**config.mk**
```make
export PLATFORM = sky130hd
export DESIGN_NAME = normshift_iter_flat
export DESIGN_NICKNAME = d
export VERILOG_FILES = /design/src/rtl/normshift_iter_pkg.sv /design/src/rtl/normshift_iter_if.sv /design/src/rtl/normshift_iter_step.sv /design/src/rtl/normshift_iter.sv /design/src/flat_wrapper.sv
export SDC_FILE = /design/constraint.sdc
export NUM_CORES = 1
export LEC_CHECK = 0
export BUFFER_PORTS_ARGS = -buffer_cell sky130_fd_sc_hd__buf_2
export CORE_UTILIZATION = 45
export CTS_BUF_LIST = sky130_fd_sc_hd__clkbuf_8 sky130_fd_sc_hd__clkbuf_16
export CTS_CLUSTER_DIAMETER = 200
export DETAILED_ROUTE_END_ITERATION = 16
export GPL_TIMING_DRIVEN = 0
export PLACE_DENSITY = 0.76
export SLEW_MARGIN = 10
export SYNTH_ARGS = -nofsm -noshare
export SYNTH_HDL_FRONTEND = slang
export SYNTH_SLANG_ARGS = --single-unit
```
**constraint.sdc**
```tcl
create_clock -name clk -period 2.61 [get_ports clk]
set_clock_uncertainty 0.15 [all_clocks]
set_input_delay 0.1305 -clock clk [delete_from_list [all_inputs] [get_ports clk]]
set_output_delay 0.1305 -clock clk [all_outputs]
set_load 0.01 [all_outputs]
```
**src/rtl/normshift_iter_pkg.sv**
```systemverilog
// Shared configuration for the iterative normalization shifter: datapath
// and shift-amount widths as supplied by the FPU configuration record.
package normshift_iter_pkg;

  typedef struct packed {
    int NORMSHIFTSZ;
    int LOGNORMSHIFTSZ;
  } cvw_t;

  localparam cvw_t NORMSHIFT_CFG = '{NORMSHIFTSZ: 40, LOGNORMSHIFTSZ: 6};

  function automatic int ceil_div(input int a, input int b);
    return (a + b - 1) / b;
  endfunction

endpackage

```
**src/rtl/normshift_iter_if.sv**
```systemverilog
// Operand and result channels of the normalization shifter.
// Both channels use valid/ready: a transfer happens on a rising clk edge where
// valid and ready are both high; the source holds its payload stable and valid
// high until that edge, and ready may depend combinationally on the sink state.
interface normshift_iter_if #(
  parameter int NSZ  = 40,
  parameter int LNSZ = 6,
  parameter int SBW  = 4
) ();
  logic            InValid;
  logic            InReady;
  logic [NSZ-1:0]  ShiftIn;
  logic [LNSZ-1:0] ShiftAmt;
  logic [SBW-1:0]  SideIn;
  logic            Flush;
  logic            OutValid;
  logic            OutReady;
  logic [NSZ-1:0]  Shifted;
  logic [SBW-1:0]  SideOut;

  modport master (
    output InValid, ShiftIn, ShiftAmt, SideIn, Flush, OutReady,
    input  InReady, OutValid, Shifted, SideOut
  );

  modport slave (
    input  InValid, ShiftIn, ShiftAmt, SideIn, Flush, OutReady,
    output InReady, OutValid, Shifted, SideOut
  );
endinterface

```
**src/rtl/normshift_iter_step.sv**
```systemverilog
// One radix-2^LOGSTEP left-shift step: shifts data by digit weighted by the
// step index; weights beyond the datapath width simply zero the result.
module normshift_step #(
  parameter int NSZ     = 40,
  parameter int LOGSTEP = 2,
  parameter int AW      = 6,
  parameter int CW      = 2
) (
  input  logic [NSZ-1:0]     data_i,
  input  logic [LOGSTEP-1:0] digit_i,
  input  logic [CW-1:0]      index_i,
  output logic [NSZ-1:0]     data_o
);
  logic [AW-1:0] shamt;

  assign shamt  = AW'(digit_i) << (int'(index_i) * LOGSTEP);
  assign data_o = data_i << shamt;
endmodule

```
**src/rtl/normshift_iter.sv**
```systemverilog
// Multi-cycle normalization shifter: resolves LOGSTEP bits of the shift
// amount per cycle through one reused step, with a fixed NSTEP-cycle latency.
module normshift_iter
  import normshift_iter_pkg::*;
#(
  parameter cvw_t P       = NORMSHIFT_CFG,
  parameter int   LOGSTEP = 2,
  parameter int   SBW     = 4
) (
  input  logic               clk,
  input  logic               reset,
  normshift_iter_if.slave    io,
  output logic [1:0]         dbg_state
);
  localparam int NSZ   = P.NORMSHIFTSZ;
  localparam int LNSZ  = P.LOGNORMSHIFTSZ;
  localparam int NSTEP = ceil_div(LNSZ, LOGSTEP);
  localparam int AW    = NSTEP * LOGSTEP;
  localparam int CW    = $clog2(NSTEP + 1);

  typedef enum logic [1:0] {IDLE = 2'd0, SHIFT = 2'd1, DONE = 2'd2} state_t;

  state_t         state_q, state_d;
  logic [NSZ-1:0] data_q, data_d, step_data;
  logic [AW-1:0]  amt_q, amt_d;
  logic [CW-1:0]  cnt_q, cnt_d;
  logic [SBW-1:0] side_q, side_d;
  logic           accept, last_step;

  // The amount register is consumed low digit first, so the step always
  // reads its bottom LOGSTEP bits while the index supplies the weight.
  normshift_step #(.NSZ(NSZ), .LOGSTEP(LOGSTEP), .AW(AW), .CW(CW)) u_step (
    .data_i  (data_q),
    .digit_i (amt_q[LOGSTEP-1:0]),
    .index_i (cnt_q),
    .data_o  (step_data)
  );

  assign io.InReady = reset & ~io.Flush &
                      ((state_q == IDLE) | ((state_q == DONE) & io.OutReady));
  assign accept     = io.InValid & io.InReady;
  assign last_step  = (cnt_q == CW'(NSTEP - 1));

  always_comb begin
    state_d = state_q;
    data_d  = data_q;
    amt_d   = amt_q;
    cnt_d   = cnt_q;
    side_d  = side_q;
    case (state_q)
      IDLE: ;
      SHIFT: begin
        data_d = step_data;
        amt_d  = amt_q >> LOGSTEP;
        cnt_d  = cnt_q + 1'b1;
        if (last_step) state_d = DONE;
      end
      DONE: if (io.OutReady) state_d = IDLE;
      default: state_d = IDLE;
    endcase
    if (accept) begin
      data_d  = io.ShiftIn;
      amt_d   = AW'(io.ShiftAmt);
      side_d  = io.SideIn;
      cnt_d   = '0;
      state_d = SHIFT;
    end
    // Flush wins over both a new accept and a completing step.
    if (io.Flush) begin
      state_d = IDLE;
      cnt_d   = '0;
    end
  end

  always_ff @(posedge clk or negedge reset) begin
    if (!reset) begin
      state_q <= IDLE;
      data_q  <= '0;
      amt_q   <= '0;
      cnt_q   <= '0;
      side_q  <= '0;
    end else begin
      state_q <= state_d;
      data_q  <= data_d;
      amt_q   <= amt_d;
      cnt_q   <= cnt_d;
      side_q  <= side_d;
    end
  end

  assign io.OutValid = (state_q == DONE);
  assign io.Shifted  = data_q;
  assign io.SideOut  = side_q;
  assign dbg_state   = state_q;
endmodule

```
**src/flat_wrapper.sv**
```systemverilog
// flat-port wrapper written by rule: the top's interface ports become plain ports
module normshift_iter_flat import normshift_iter_pkg::*;
#(
  parameter cvw_t P       = NORMSHIFT_CFG,
  parameter int   LOGSTEP = 2,
  parameter int   SBW     = 4
)
  (clk, reset, dbg_state, io_InValid, io_ShiftIn, io_ShiftAmt, io_SideIn, io_Flush, io_OutReady, io_InReady, io_OutValid, io_Shifted, io_SideOut);
  normshift_iter_if #(.NSZ(((NORMSHIFT_CFG).NORMSHIFTSZ)), .LNSZ(((NORMSHIFT_CFG).LOGNORMSHIFTSZ)), .SBW(SBW)) io_i ();
  input  logic clk;
  input  logic reset;
  output logic [1:0] dbg_state;
  input wire logic [$bits(io_i.InValid)-1:0] io_InValid;
  input wire logic [$bits(io_i.ShiftIn)-1:0] io_ShiftIn;
  input wire logic [$bits(io_i.ShiftAmt)-1:0] io_ShiftAmt;
  input wire logic [$bits(io_i.SideIn)-1:0] io_SideIn;
  input wire logic [$bits(io_i.Flush)-1:0] io_Flush;
  input wire logic [$bits(io_i.OutReady)-1:0] io_OutReady;
  output wire logic [$bits(io_i.InReady)-1:0] io_InReady;
  output wire logic [$bits(io_i.OutValid)-1:0] io_OutValid;
  output wire logic [$bits(io_i.Shifted)-1:0] io_Shifted;
  output wire logic [$bits(io_i.SideOut)-1:0] io_SideOut;
  assign io_i.InValid = io_InValid;
  assign io_i.ShiftIn = io_ShiftIn;
  assign io_i.ShiftAmt = io_ShiftAmt;
  assign io_i.SideIn = io_SideIn;
  assign io_i.Flush = io_Flush;
  assign io_i.OutReady = io_OutReady;
  assign io_InReady = io_i.InReady;
  assign io_OutValid = io_i.OutValid;
  assign io_Shifted = io_i.Shifted;
  assign io_SideOut = io_i.SideOut;
  normshift_iter #(.P(P), .LOGSTEP(LOGSTEP), .SBW(SBW)) u_core (.clk(clk), .reset(reset), .io(io_i), .dbg_state(dbg_state));
endmodule
```
==> results of run 1 <==
through the flow:
stage	setup TNS [ns]	worst slack (ns)
after floorplan	0	0.4522
after global placement	-17.42	-0.4850
after detailed placement	-3.360	-0.4723
after CTS	0	0.03128
after global routing	-0.01935	-0.01203
final	0	0.008727
cell type report:
cell class                 count  area, µm²
inverter                      11      41.29
sequential                    54       1351
multi-input combinational    462       3078
buffer                        54      295.3
clock buffer                   5      68.82
tap                          133      166.4
clock inverter                 3      25.02
timing repair buffer         159       1086
fill                         917       3842
metal layers:
layer  global-route usage, %  up-vias  part of all wire, %  wire length (µm)
met2                   65.66      571                   43             10320
li1                        -     2531                    -                 -
met1                   57.10     2842                   36              8808
met5                       0        -                    0                 0
met4                   30.51        0                  7.5              1800
met3                   10.46      143                   13              3223
registers in the layout, indices dropped and copies added (netlist names):
register           cells
u_core.amt_q           6
u_core.cnt_q           2
u_core.dbg_state       2
u_core.io.Shifted     40
u_core.io.SideOut      4
cells in the mapped netlist, types with 5 or more instances:
cell,instances
clkbuf_1,25
buf_2,17
buf_4,5
a221oi_1,11
a21oi_1,57
o21ai_0,30
a211oi_1,8
nor2_1,41
and3_1,15
mux2_2,24
a31oi_1,5
buf_6,6
o211ai_1,12
o221ai_1,11
inv_1,9
and2_1,5
nand3_1,23
o21ai_1,9
dfrtp_1,54
nand2b_1,7
mux2i_1,38
nor2b_1,8
o22ai_1,16
nand2_1,59
nor3_1,11
a22oi_1,5
kinds of logic after synthesis:
| kind of cell | count (synthesis) |
|---|---|
| fa+ha+maj | 1 |
| compound gates | 203 |
| flops | 54 |
| buf+inv | 66 |
| xor+xnor | 1 |
| simple gates | 193 |
| mux | 64 |
timing repair:
| item | in CTS | in global routing |
|---|---|---|
| pin swaps | 1 | 1 |
| endpoints found under the hold margin | 74 | 0 |
| setup endpoints to repair | 8 | 26 |
| hold buffers | 54 | 0 |
| setup buffers | 1 | 1 |
| gates resized for setup | 4 | 19 |
power by group:
part / leakage [nW] / switching (mW) / total [mW] / internal (mW)
registers: 0.669 / 0.659 / 1.82 / 1.16
clock network: 0.0447 / 0.352 / 0.547 / 0.196
logic: 1.98 / 2.48 / 4.10 / 1.62
total: 2.69 / 3.49 / 6.47 / 2.98
worst max path at each step:
stage,startpoint,to,slack (ns),depth (start not counted)
2_1_floorplan,u_core.cnt_q[1]$_DFFE_PN0P_,u_core.io.Shifted[5]$_DFFE_PN0P_,0.45,6
3_3_place_gp,u_core.cnt_q[1]$_DFFE_PN0P_,u_core.io.Shifted[5]$_DFFE_PN0P_,-0.49,6
3_5_place_dp,u_core.cnt_q[1]$_DFFE_PN0P_,u_core.io.Shifted[5]$_DFFE_PN0P_,-0.47,6
4_1_cts,u_core.dbg_state[0]$_DFFE_PN0P_,u_core.dbg_state[1]$_DFFE_PN0P_,0.03,6
5_1_grt,u_core.amt_q[0]$_DFFE_PN0P_,u_core.io.Shifted[31]$_DFFE_PN0P_,-0.01,7
6_report,u_core.cnt_q[1]$_DFFE_PN0P_,u_core.io.Shifted[17]$_DFFE_PN0P_,0.009,8
worst max-delay path, delay by kind of cell (launching register included):
family                 cells  cell delay, ns
buffers and inverters      3            0.71
AND/OR/NAND/NOR            1            0.55
flip-flops                 1            0.45
AO/OA/AOI/OAI              4            0.64
==> summary.md, run 1 <==
| Metric | Value |
|---|---|
| Critical path type | `reg -> reg` |
| Syn Nets | `between 600 and 700` |
| CP arrival | `roughly 2.7 ns` |
| Final instance area | `around 0.0061 mm²` |
| Crit path largest cell delay | `between 0.5 and 0.6 ns` |
| Critical Path RT | `between 2 and 3 ns` |
| RSZ-0062 raised after global routing | `yes` |
| Top Ports | `about 100` |
| Placed cell count | `approximately 820` |
| ANT nets after route | `0` |
| Post-synthesis simple-gate area fraction | `about a fifth` |
| Dpl hpwl | `between 15000 and 20000 µm` |
| Vias in the first global route | `just under 6000` |
| Iteration-0 DRC Markers | `875` |
| Slowest stage cell, crit path | `nor3b_4` |
| Post-synth top area share | `28.69%` |
| Rel. slew slack | `between 30 and 40%` |
| Vias per cell | `~6.9` |
| Complex-gate fraction of the synthesized area | `between 20% and 30%` |
| Most common cell after layout, fill and taps aside | `buf_2` |
| Post-route clock period utilization | `approximately 100%` |
| PD cells | `between 1000 and 1500 mW/mm²` |
| Clk sink count | `54` |
| Global-route wire length before repair | `between 30000 and 40000 µm` |
| Final core occ | `61.40%` |
| Fmax | `~380 MHz` |
| Max_cap viols | `0` |
| Critical Path Start Type | `flop` |
| Final Hold Vio Count | `0` |
| Drt total wl | `~24000 µm` |
| Nets | `around 800` |
| CTS HTree Levels | `2` |
| P&R area growth vs syn | `29.75%` |
| Mux cell area share after synthesis | `between 10 and 15%` |
| Largest family of logic cells by synthesized area | `compound AO/OA/AOI/OAI gates` |
| Non-filler instance count after layout | `around 880` |
| Synth area leader | `dfrtp_1` |
| Final setup fails | `0` |
| Clock buffer depth | `2` |
| Initial Util | `between 40% and 50%` |
| Post-synth top flop | `dfrtp_1` |
| Ant diodes | `0` |
| Remaining global-route overflow | `0` |
| #FFs+latches synth | `54` |
| Placer's final routability congestion estimate | `roughly 1.1` |
| Clk_lat worst skew | `approximately 0.34 ns` |
| Most frequent cells in the layout | `buf_2, nand2_1, a21oi_1, dlygate4sd3_1, dfrtp_1` |
| Root Driver | `clkbuf_8` |
| Cell row count | `36` |
| Die area | `around 0.011 mm²` |
| Hold crit path type | `in -> async` |
| R2r startpoint | `u_core.cnt_q[1]$_DFFE_PN0P_` |
| Ranking of synthesized cells by area | `dfrtp_1, mux2i_1, a21oi_1` |
| Fraction of layout cells with a size suffix above 1 | `around a quarter` |
| Reg-to-reg endpoint | `u_core.io.Shifted[17]$_DFFE_PN0P_` |
| GRT Util Overall | `44.43%` |
| Post-DR wirelength/cell | `27.41 µm` |
| Placed inst area | `approximately 0.0054 mm²` |
| Port bufs | `between 100 and 150` |
| Initial antenna violation count | `0` |
| Number of synthesized flops with an enable pin | `0` |
| # DRC | `0` |
| Drt pass-1 iters | `6` |
| Worst setup EP type | `flop` |
| Leak | `~2.7 nW` |
| Period minus WS final | `approximately 2.6 ns` |
| Async SR Flop Fraction | `between 90% and 100%` |
| Slew Viols, Final | `0` |
| CP Max Fanout | `10` |
| Worst reg-to-reg path cell count | `8` |
| CTS buffer count | `5` |
| Total Power | `6.466 mW` |
| Sequential area share after synthesis | `28.69%` |
| Cell area after synthesis | `roughly 0.0047 mm²` |
| Library cells used by synthesis | `71` |
| Height of the chip | `around 100 µm` |
| Status | `completed` |
| Syn Area/Cell | `roughly 8.1 µm²` |
| TritonCTS clock tree | `done` |
| Largest net degree at the start of global routing | `37` |
| Via Count | `6087` |
| Synth Area in XOR/XNOR | `less than 1%` |
| Core area | `0.009955 mm²` |
| YS warnings | `0` |
| Peak supply drop | `between 0.5 and 0.6 mV` |
| Crit-path cells | `buf_6 > buf_6 > nor3b_4 > buf_2 > o221ai_1 > o211ai_1 > o311ai_1 > o221ai_1` |
| Worst hold slack | `approximately 0.11 ns` |
| Worst-Margin Slew | `around 1.0 ns` |
| Post-Synthesis Cells | `between 500 and 600` |
| CTS clk-pin slew, worst paths | `~0.13 ns` |
| Post-synthesis adder-cell area fraction | `less than 1%` |
| Die Wd | `between 100 and 150 µm` |
| Register-to-register path setup slack | `0.009 ns` |
(Power assumes the default switching activity.)
==> run 2: changes to the inputs <==
--- a/config.mk
+++ b/config.mk
@@ -11,6 +11,7 @@
 export CTS_CLUSTER_DIAMETER = 200
 export DETAILED_ROUTE_END_ITERATION = 16
 export GPL_TIMING_DRIVEN = 0
+export MAX_ROUTING_LAYER = met4
 export PLACE_DENSITY = 0.76
 export SLEW_MARGIN = 10
 export SYNTH_ARGS = -nofsm -noshare
==> run 2 against run 1 <==
  * Sequential share of layout area shrank 0.55 points
  * Critical endpoint is now u_core.io.Shifted[21]$_DFFE_PN0P_
  * Die area unchanged
  * Clock power up 18%
  * Critical path depth shrank 1
  * Non-clock buffer count rose by 5
  * Clock-buffer cell count stayed put
  * Flip-flop and latch count is the same
==> summary.md, run 2 (same netlist as run 1, synthesis figures left out) <==
| Metric | Value |
|---|---|
| P&R area growth vs syn | `33.04%` |
| GRT Util Overall | `46.34% (+1.9 points)` |
| Final core occ | `62.96% (+1.6 points)` |
| Fraction of layout cells with a size suffix above 1 | `26.83% (+1.0 points)` |
| Crit path largest cell delay | `0.42 ns (-0.13 ns)` |
| Peak supply drop | `0.5466 mV (+5.2%)` |
| Max_cap viols | `0 (unchanged)` |
| Max FFs per register | `40 (unchanged)` |
| Setup TNS | `0 ns (unchanged)` |
| GR peak layer | `met2` |
| Clk sink count | `54 (unchanged)` |
| CTS clk-pin slew, worst paths | `0.13 ns (about the same)` |
| Met1 usage | `55.76% (-1.3 points)` |
| Post-route clock period utilization | `99.54% (-0.13 points)` |
| CTS buffer count | `5 (unchanged)` |
| Nets | `808 (+0.62%)` |
| Most common cell after layout, fill and taps aside | `buf_2` |
| Initial Util | `47.32% (unchanged)` |
| Hold crit path type | `in -> async` |
| Cell row count | `36 (unchanged)` |
| Height of the chip | `104.3 µm (unchanged)` |
| CTS HTree Levels | `2 (unchanged)` |
| Internal Power | `3.205 mW (+7.7%)` |
| Die area | `0.01088 mm² (unchanged)` |
| Critical path type | `reg -> reg` |
| Total Power | `6.781 mW (+4.9%)` |
| Most frequent CP cell | `buf_2` |
| Clk_lat worst skew | `0.35 ns (about the same)` |
| TritonCTS clock tree | `done` |
| RSZ-0062 raised after global routing | `yes` |
| # DRC | `0 (unchanged)` |
| Worst-Margin Slew | `0.9420 ns (-0.09809 ns)` |
| Slew Viols, Final | `0 (unchanged)` |
| Post-DR wirelength/cell | `27.69 µm (+1.0%)` |
| Period minus WS final | `2.598 ns (-0.003393 ns)` |
| M2 GR Usage | `67.31% (+1.7 points)` |
| Largest net degree at the start of global routing | `55 (+49%)` |
| Slowest stage cell, crit path | `nand3_1` |
| Leak | `2.734 nW (+1.7%)` |
| Die Wd | `104.3 µm (unchanged)` |
| ANT nets after route | `0 (unchanged)` |
| Port bufs | `102 (unchanged)` |
| Fmax | `384.9 MHz (+0.13%)` |
| Critical Path RT | `2.68 ns (-0.03 ns)` |
| Clock share of power | `9.6% (+1.1 points)` |
| Dpl hpwl | `17010 µm (+0.54%)` |
| Critical Path Start Type | `flop` |
| Worst setup EP type | `flop` |
| Drt pass-1 iters | `9 (+3)` |
| Buf/Inv on CP | `4 (+1)` |
| Global-route wire length before repair | `36650 µm (+1.5%)` |
| Top Ports | `103 (unchanged)` |
| Worst hold slack | `0.1750 ns (+0.06938 ns)` |
| R2r startpoint | `u_core.amt_q[0]$_DFFE_PN0P_` |
| Most frequent cells in the layout | `buf_2, nand2_1, a21oi_1, dfrtp_1, dlygate4sd3_1` |
| Switch Pwr | `3.576 mW (+2.4%)` |
| Share of power burned in registers | `26.8% (-1.4 points)` |
| Root Driver | `clkbuf_8` |
| Initial antenna violation count | `1 (+1)` |
| Crit-path cells | `buf_2 > buf_4 > inv_1 > nor2_1 > buf_2 > nand3_1 > o211ai_1` |
| Iteration-0 DRC Markers | `744 (-15%)` |
| Drt total wl | `24560 µm (+1.7%)` |
| Worst path top cell family by delay | `buffers and inverters` |
| Remaining global-route overflow | `0 (unchanged)` |
| CP Max Fanout | `10 (unchanged)` |
| Core area | `0.009955 mm² (unchanged)` |
| Critical Path Start | `u_core.amt_q[0]$_DFFE_PN0P_` |
| Rel. slew slack | `36.97% (+6.5 points)` |
| Switching share of total power | `52.74% (-1.3 points)` |
| PD cells | `1082 mW/mm² (+2.3%)` |
| Status | `completed` |
| Met3 Use GR | `13.97% (+3.5 points)` |
| Clock buffer depth | `2 (unchanged)` |
| Final Hold Vio Count | `0 (unchanged)` |
| Final setup fails | `0 (unchanged)` |
| CP arrival | `2.67 ns (-0.03 ns)` |
| Final instance area | `0.006267 mm² (+2.5%)` |
| Placed inst area | `0.005388 mm² (-0.37%)` |
| Via Count | `6191 (+1.7%)` |
| Comb pwr share | `63.6% (+0.2 points)` |
| Vias per cell | `6.980 (+1.0%)` |
| Vias in the first global route | `6006 (+2.6%)` |
| Placer's final routability congestion estimate | `1.053 (-2.3%)` |
run 2: cell types whose count changed in the layout (fill, tap and decap cells not counted), sizes merged:
cell,before,now
clkinv,2,1
buf,135,139
inv,11,12
dlygate4sd3,54,53
bufinv,0,1
clkinvlp,1,0
diode,0,1
clkbuf,29,31
run 2: power groups by stage:
stage                     Clock, mW  Sequential, mW  Combinational [mW]
final                         0.648            1.82                4.31
after floorplan                   0            1.67                2.32
after CTS                     0.646            1.75                3.90
after detailed placement          0            1.77                3.77
after global placement            0            1.75                3.76
after global routing          0.662            1.84                4.51
run 2: repair_timing:
action | in CTS | in global routing
endpoints found under the hold margin | 108 | 0
pin swaps | 0 | 2
hold buffers | 54 | 0
setup buffers | 0 | 7
gates resized for setup | 7 | 22
endpoints found under the setup margin | 50 | 21
run 2: area by class of cell:
class | instances | area, µm²
timing repair buffer | 163 | 1161
inverter | 11 | 41.29
antenna | 1 | 2.502
tap | 133 | 166.4
buffer | 55 | 297.8
clock buffer | 5 | 68.82
fill | 876 | 3687
multi-input combinational | 462 | 3131
sequential | 54 | 1351
clock inverter | 3 | 47.55
run 2: through the flow:
stage,setup WS [ns],std cells
final,0.01212,887
after global routing,-0.02912,887
after CTS,0.003152,879
after detailed placement,-0.6055,817
after global placement,-0.4430,817
after floorplan,0.4522,582
run 2: routing by layer:
layer | wire length (µm) | up-vias
met4 | 1725 | 0
met5 | 0 | -
met2 | 10510 | 586
met1 | 8979 | 2906
met3 | 3347 | 155
li1 | - | 2544
run 2: worst paths after layout:
path,end,slack [ns],depth (start not counted)
hold / removal,u_core.io.Shifted[39]$_DFFE_PN0P_,0.18,3
setup / recovery,u_core.io.Shifted[21]$_DFFE_PN0P_,0.01,7
hold reg to reg,u_core.io.SideOut[3]$_DFFE_PN0P_,0.37,2
setup reg to reg,u_core.io.Shifted[21]$_DFFE_PN0P_,0.01,7
max in group asynchronous,u_core.io.Shifted[21]$_DFFE_PN0P_,1.83,3
min in group clk,u_core.io.Shifted[18]$_DFFE_PN0P_,0.33,6
run 2: worst register-to-register path, delay by kind of cell, from the launching register on:
family          cells  cell delay [ns]
buf+inv             4             0.92
simple gates        2             0.63
compound gates      1             0.41
flops               1             0.36
